$ cat config.mk
export PLATFORM = sky130hd
export DESIGN_NAME = vuelto_dispenser
export DESIGN_NICKNAME = d
export VERILOG_FILES = /design/src/rtl/vuelto_pkg.sv /design/src/rtl/vuelto_timer.sv /design/src/rtl/vuelto_dispenser.sv
export SDC_FILE = /design/constraint.sdc
export NUM_CORES = 1
export LEC_CHECK = 0
export ABC_AREA = 1
export BUFFER_PORTS_ARGS = -buffer_cell sky130_fd_sc_hd__buf_2
export CORE_UTILIZATION = 40
export DETAILED_ROUTE_END_ITERATION = 7
export PLACE_DENSITY = 0.64
export SLEW_MARGIN = 5
export SYNTH_ARGS = -nofsm -noshare
export SYNTH_HDL_FRONTEND = slang
export SYNTH_SLANG_ARGS = --single-unit
$ cat constraint.sdc
create_clock -name clk -period 4.1 [get_ports clk]
set_clock_uncertainty 0.1 [all_clocks]
set_input_delay 0.41 -clock clk [delete_from_list [all_inputs] [get_ports clk]]
set_output_delay 0.41 -clock clk [all_outputs]
set_load 0.02 [all_outputs]
$ cat src/rtl/vuelto_pkg.sv
// Shared types and default timing for the coin-change dispenser.
package vuelto_pkg;

    typedef enum logic [2:0] {
        S_IDLE,
        S_PULSE,
        S_WAIT,
        S_GAP,
        S_DONE,
        S_JAM
    } state_t;

    localparam int T_PULSE_DEF   = 4;
    localparam int T_GAP_DEF     = 2;
    localparam int T_WAIT_DEF    = 16;
    localparam int MAX_RETRY_DEF = 2;

endpackage

$ cat src/rtl/vuelto_timer.sv
// Loadable down-counter; expired while the count sits at zero.
module vuelto_timer #(
    parameter int W = 5
) (
    input  logic         clk,
    input  logic         reset,
    input  logic         load,
    input  logic [W-1:0] load_val,
    output logic         expired
);

    logic [W-1:0] cnt_q;

    always_ff @(posedge clk or negedge reset) begin
        if (!reset) begin
            cnt_q <= '0;
        end else if (load) begin
            cnt_q <= load_val;
        end else if (cnt_q != '0) begin
            cnt_q <= cnt_q - W'(1);
        end
    end

    assign expired = (cnt_q == '0);

endmodule

$ cat src/rtl/vuelto_dispenser.sv
// Hopper payout controller: pulses the motor once per coin, retries, jams.
module vuelto_dispenser
    import vuelto_pkg::*;
#(
    parameter int T_PULSE   = T_PULSE_DEF,
    parameter int T_GAP     = T_GAP_DEF,
    parameter int T_WAIT    = T_WAIT_DEF,
    parameter int MAX_RETRY = MAX_RETRY_DEF
) (
    input  logic       clk,
    input  logic       reset,
    input  logic [2:0] vuelto,
    input  logic       vuelto_valid,
    input  logic       moneda_sensor,
    input  logic       tolva_vacia,
    input  logic       clear_jam,
    output logic       motor,
    output logic       busy,
    output logic       done,
    output logic       jam,
    output logic [2:0] pendiente
);

    localparam int TW = $clog2(T_PULSE + T_GAP + T_WAIT + 1);
    localparam int RW = $clog2(MAX_RETRY + 1);

    state_t          state_q, state_d, pulse_or_jam;
    logic [2:0]      pend_q, pend_d;
    logic [RW-1:0]   retry_q, retry_d, retry_inc;
    logic            sens_q, sens_edge;
    logic            t_load, t_exp;
    logic [TW-1:0]   t_val;

    assign sens_edge    = moneda_sensor & ~sens_q;
    assign retry_inc    = retry_q + RW'(1);
    assign pulse_or_jam = tolva_vacia ? S_JAM : S_PULSE;
    assign pendiente    = pend_q;

    always_ff @(posedge clk or negedge reset) begin
        if (!reset) begin
            state_q <= S_IDLE;
            pend_q  <= '0;
            retry_q <= '0;
            sens_q  <= 1'b0;
        end else begin
            state_q <= state_d;
            pend_q  <= pend_d;
            retry_q <= retry_d;
            sens_q  <= moneda_sensor;
        end
    end

    always_comb begin
        state_d = state_q;
        pend_d  = pend_q;
        retry_d = retry_q;
        motor   = 1'b0;
        busy    = 1'b1;
        done    = 1'b0;
        jam     = 1'b0;
        unique case (state_q)
            S_IDLE: begin
                busy = 1'b0;
                if (vuelto_valid) begin
                    if (vuelto != 3'd0) begin
                        pend_d  = vuelto;
                        retry_d = '0;
                        state_d = pulse_or_jam;
                    end else begin
                        state_d = S_DONE;
                    end
                end
            end
            S_PULSE: begin
                motor = 1'b1;
                if (sens_edge && pend_q != 3'd0) begin
                    pend_d  = pend_q - 3'd1;
                    retry_d = '0;
                    state_d = (pend_q == 3'd1) ? S_DONE : S_GAP;
                end else if (t_exp) begin
                    state_d = S_WAIT;
                end
            end
            S_WAIT: begin
                if (sens_edge && pend_q != 3'd0) begin
                    pend_d  = pend_q - 3'd1;
                    retry_d = '0;
                    state_d = (pend_q == 3'd1) ? S_DONE : S_GAP;
                end else if (t_exp) begin
                    retry_d = retry_inc;
                    state_d = (retry_inc < RW'(MAX_RETRY)) ? pulse_or_jam
                                                           : S_JAM;
                end
            end
            S_GAP: begin
                if (t_exp) begin
                    state_d = pulse_or_jam;
                end
            end
            S_DONE: begin
                busy    = 1'b0;
                done    = 1'b1;
                state_d = S_IDLE;
            end
            S_JAM: begin
                jam = 1'b1;
                if (clear_jam) begin
                    pend_d  = '0;
                    retry_d = '0;
                    state_d = S_IDLE;
                end
            end
            default: state_d = S_IDLE;
        endcase
    end

    // The shared timer is reloaded on every entry into a timed state.
    always_comb begin
        t_load = (state_d != state_q);
        t_val  = '0;
        case (state_d)
            S_PULSE: t_val = TW'(T_PULSE - 1);
            S_WAIT:  t_val = TW'(T_WAIT - 1);
            S_GAP:   t_val = TW'(T_GAP - 1);
            default: t_val = '0;
        endcase
    end

    vuelto_timer #(
        .W(TW)
    ) u_timer (
        .clk      (clk),
        .reset    (reset),
        .load     (t_load),
        .load_val (t_val),
        .expired  (t_exp)
    );

endmodule

==> impl_metrics.xml <==
<?xml version="1.0" encoding="UTF-8"?>
<metrics>
  <group name="run_status">
    <metric name="outcome" unit="">complete, no violations</metric>
  </group>
  <group name="global_route">
    <metric name="pin_count_of_the_biggest_net_entering_global_routing" unit="">15</metric>
    <metric name="global_route_wire_length_before_repair" unit="um">4400</metric>
    <metric name="globalRouteOverflowTotal" unit="">0</metric>
    <metric name="vias_in_the_first_global_route" unit="">1045</metric>
    <metric name="track_usage" unit="%">17.4</metric>
    <metric name="number_of_antenna_violations_at_the_first_check_in_global_routing" unit="">0</metric>
  </group>
  <group name="floorplan">
    <metric name="core_footprint" unit="mm2">0.00278</metric>
    <metric name="floorplan.die_area" unit="mm2">0.00319</metric>
    <metric name="die_extent_in_x" unit="um">56.5</metric>
    <metric name="rows" unit="">19</metric>
    <metric name="design.portCount" unit="">16</metric>
    <metric name="die-height" unit="um">56.5</metric>
    <metric name="initial_utilization" unit="%">42.6</metric>
  </group>
  <group name="critical_path">
    <metric name="startpoint_type" unit="">flip-flop</metric>
    <metric name="timing.critical_path.from" unit="">u_timer.cnt_q[0]</metric>
    <metric name="cp.required" unit="ns">4.17</metric>
    <metric name="crit_path_end_kind" unit="">flip-flop</metric>
    <metric name="crit_arrival" unit="ns">2.21</metric>
    <metric name="worstPathMaxFanout" unit="">7</metric>
    <metric name="critical_path.reg2reg.startpoint" unit="">u_timer.cnt_q[0]</metric>
    <metric name="setup.worst_path.class" unit="">reg2reg</metric>
  </group>
  <group name="synth">
    <metric name="syn-mean-instance-area" unit="um2">6.94</metric>
    <metric name="postSynth.topFlopCell" unit="">sky130_fd_sc_hd__dfrtp_1</metric>
    <metric name="area_of_the_mapped_netlist" unit="mm2">0.00119</metric>
    <metric name="synth_fp_nets" unit="">185</metric>
    <metric name="synth.yosys.warnings" unit="">0</metric>
    <metric name="async_flop_share" unit="%">100</metric>
    <metric name="synth_cells" unit="">171</metric>
    <metric name="post_synth_most_frequent_cells" unit="">37 x sky130_fd_sc_hd__nand2_1, 26 x sky130_fd_sc_hd__inv_1, 22 x sky130_fd_sc_hd__nor2_1</metric>
    <metric name="ys_seq_elements" unit="">14</metric>
    <metric name="top_count_cell_post_synth" unit="">sky130_fd_sc_hd__nand2_1</metric>
    <metric name="synth_cell_type_count" unit="">26</metric>
    <metric name="synth_top_area_cell" unit="">sky130_fd_sc_hd__dfrtp_1</metric>
    <metric name="synth.area.top_cells" unit="">sky130_fd_sc_hd__dfrtp_1 30%, sky130_fd_sc_hd__nand2_1 12%, sky130_fd_sc_hd__inv_1 8.2%, sky130_fd_sc_hd__nor2_1 7.0%, sky130_fd_sc_hd__ha_1 5.3%</metric>
    <metric name="synth.top_cell.area_share" unit="%">29.5</metric>
    <metric name="seq_area_frac_synth" unit="%">29.5</metric>
    <metric name="synth_edf_count" unit="">0</metric>
  </group>
  <group name="clock_tree">
    <metric name="cts-buffers-inserted" unit="">3</metric>
    <metric name="clock_insertion_delay_worst_skew" unit="ns">0.29</metric>
    <metric name="root_buffer_cell" unit="">sky130_fd_sc_hd__clkbuf_4</metric>
    <metric name="tritoncts" unit="">yes</metric>
    <metric name="ctsLongestPathBuffers" unit="">2</metric>
    <metric name="clock_sinks" unit="">14</metric>
    <metric name="ctsHtreeMaxLevel" unit="">1</metric>
    <metric name="ctsResizeCount" unit="">0</metric>
    <metric name="worst_setup_hold_path_clk_slew" unit="ns">0.10</metric>
  </group>
  <group name="routing">
    <metric name="post_drt_via_cell_ratio" unit="">4.90</metric>
    <metric name="drt_wl_total" unit="um">2580</metric>
    <metric name="post-route-drc-count" unit="">0</metric>
    <metric name="postRouteAntennaNets" unit="">0</metric>
    <metric name="routedWlPerCell" unit="um">11.6</metric>
    <metric name="via_count" unit="">1088</metric>
    <metric name="drt_first_iter_violations" unit="">32</metric>
    <metric name="first_drt_pass_iteration_count" unit="">4</metric>
  </group>
  <group name="timing">
    <metric name="timing.final.setup_violations" unit="">0</metric>
    <metric name="worst_pin_slew" unit="ns">0.344</metric>
    <metric name="final-max-slew-violation-count" unit="">0</metric>
    <metric name="timing.final.hold_violations" unit="">0</metric>
    <metric name="rsz0062_at_grt" unit="">false</metric>
    <metric name="period_share" unit="%">52.1</metric>
    <metric name="max-slew-margin-rel" unit="%">77.0</metric>
    <metric name="post-route-min-period" unit="ns">2.14</metric>
    <metric name="timing.fmax" unit="MHz">468</metric>
    <metric name="tns" unit="ns">0</metric>
    <metric name="postLayoutSetupSlackWorst" unit="ns">1.96</metric>
  </group>
  <group name="final_layout">
    <metric name="num_antenna_cells" unit="">0</metric>
    <metric name="drive_above_1_share" unit="%">23.0</metric>
    <metric name="layout-area-overhead-vs-synth" unit="%">13.5</metric>
    <metric name="final_net_count" unit="">206</metric>
    <metric name="final_design_utilization" unit="%">48.4</metric>
  </group>
  <group name="power_and_ir_drop">
    <metric name="ratio_of_total_power_to_cell_area" unit="mW/mm2">813</metric>
    <metric name="cellLeakagePower" unit="uW">0.000730</metric>
    <metric name="vdd.ir_drop.worst" unit="uV">469</metric>
  </group>
  <group name="placed_design">
    <metric name="preCtsSetupSlack" unit="ns">2.00</metric>
    <metric name="portBuffers" unit="">15</metric>
    <metric name="gp_routability_congestion" unit="">0.853</metric>
    <metric name="dpl.hpwl" unit="um">2130</metric>
  </group>
  <group name="hold_path">
    <metric name="holdCritPathClass" unit="">in2reg</metric>
    <metric name="min-delay-start" unit="">moneda_sensor</metric>
  </group>
  <group name="flow_run">
    <metric name="reported_max_cap_violation_count" unit="">0</metric>
  </group>
</metrics>
[final timing paths]
| path | end | slack (ns) | cells after the start |
|---|---|---|---|
| hold / removal | sens_q | 0.16 | 1 |
| min in group asynchronous | u_timer.cnt_q[0] | 0.44 | 2 |
| hold reg to reg | u_timer.cnt_q[1] | 0.40 | 2 |
| setup reg to reg | u_timer.cnt_q[1] | 1.96 | 13 |
| max in group asynchronous | pendiente[2] | 3.20 | 2 |
| setup / recovery | u_timer.cnt_q[1] | 1.96 | 13 |
[per-layer routing]
metal | GRT usage [%] | wire length, um | vias up
met5 | 0 | 0 | -
met4 | 5.23 | 17 | 0
met3 | 2.07 | 85 | 2
met2 | 30.8 | 1330 | 20
met1 | 22.0 | 1140 | 490
li1 | - | - | 576
[through the flow]
step | instance area (um2) | std cells | power (uW) | hold slack (ns)
finish | 1350 | 222 | 1090 | 0.160
global route | 1350 | 222 | 1200 | 0.160
CTS | 1350 | 222 | 1100 | 0.164
detailed placement | 1300 | 217 | 996 | 0.226
global placement | 1300 | 217 | 970 | 0.226
floorplan | 1190 | 171 | 831 | 0.0144
[worst max-delay path, stage by stage (launching register included)]
cell	delay, ns
sky130_fd_sc_hd__dfrtp_1	0.40
sky130_fd_sc_hd__inv_1	0.11
sky130_fd_sc_hd__ha_1	0.18
sky130_fd_sc_hd__inv_1	0.05
sky130_fd_sc_hd__nor2_1	0.13
sky130_fd_sc_hd__nand2_2	0.16
sky130_fd_sc_hd__nand2_1	0.11
sky130_fd_sc_hd__nand3_1	0.15
sky130_fd_sc_hd__nand3_4	0.14
sky130_fd_sc_hd__nand2_1	0.07
sky130_fd_sc_hd__nand2_2	0.11
sky130_fd_sc_hd__nand3_4	0.11
sky130_fd_sc_hd__o21ai_1	0.14
sky130_fd_sc_hd__nand2_1	0.06
[cell usage in the layout (no fill, tap or decap), types with 5 or more instances in the layout]
cell / instances
sky130_fd_sc_hd__nand2_1: 37
sky130_fd_sc_hd__inv_1: 26
sky130_fd_sc_hd__nor2_1: 22
sky130_fd_sc_hd__buf_2: 15
sky130_fd_sc_hd__dfrtp_1: 14
sky130_fd_sc_hd__nand3_1: 11
sky130_fd_sc_hd__nand2_2: 10
sky130_fd_sc_hd__a21oi_1: 7
sky130_fd_sc_hd__ha_1: 5
[power by group]
part           leakage [uW]  switching [uW]  internal [uW]
Sequential         0.000175            55.6            195
Combinational      0.000534             482            257
Clock             0.0000210            49.8           54.0
[cells by family (layout without fill, tap and decap cells)]
kind of cell    count (synthesis)  count (layout)  synth area share (%)
xor+xnor                        4               4                  2.95
fa+ha+maj                       5               5                  5.27
flops                          14              14                  29.5
compound gates                 18              18                  8.23
simple gates                   99              99                  44.2
buf+inv                        31              51                  9.81
[repair_timing]
action	CTS	global route
hold buffers	1	0
setup buffers	0	0
hold endpoints to repair	14	0
[registers in the layout, summed over array words and instances (netlist names)]
register       flops
sens_q             1
pendiente          3
state_q            3
retry_q            2
u_timer.cnt_q      5
[layout make-up]
type	count	area (um2)
clock buffer	4	36.3
fill	310	1440
inverter	31	116
multi-input combinational	126	719
sequential	14	350
tap	31	38.8
timing repair buffer	16	85.1
Power figures use the tool's default switching activity.
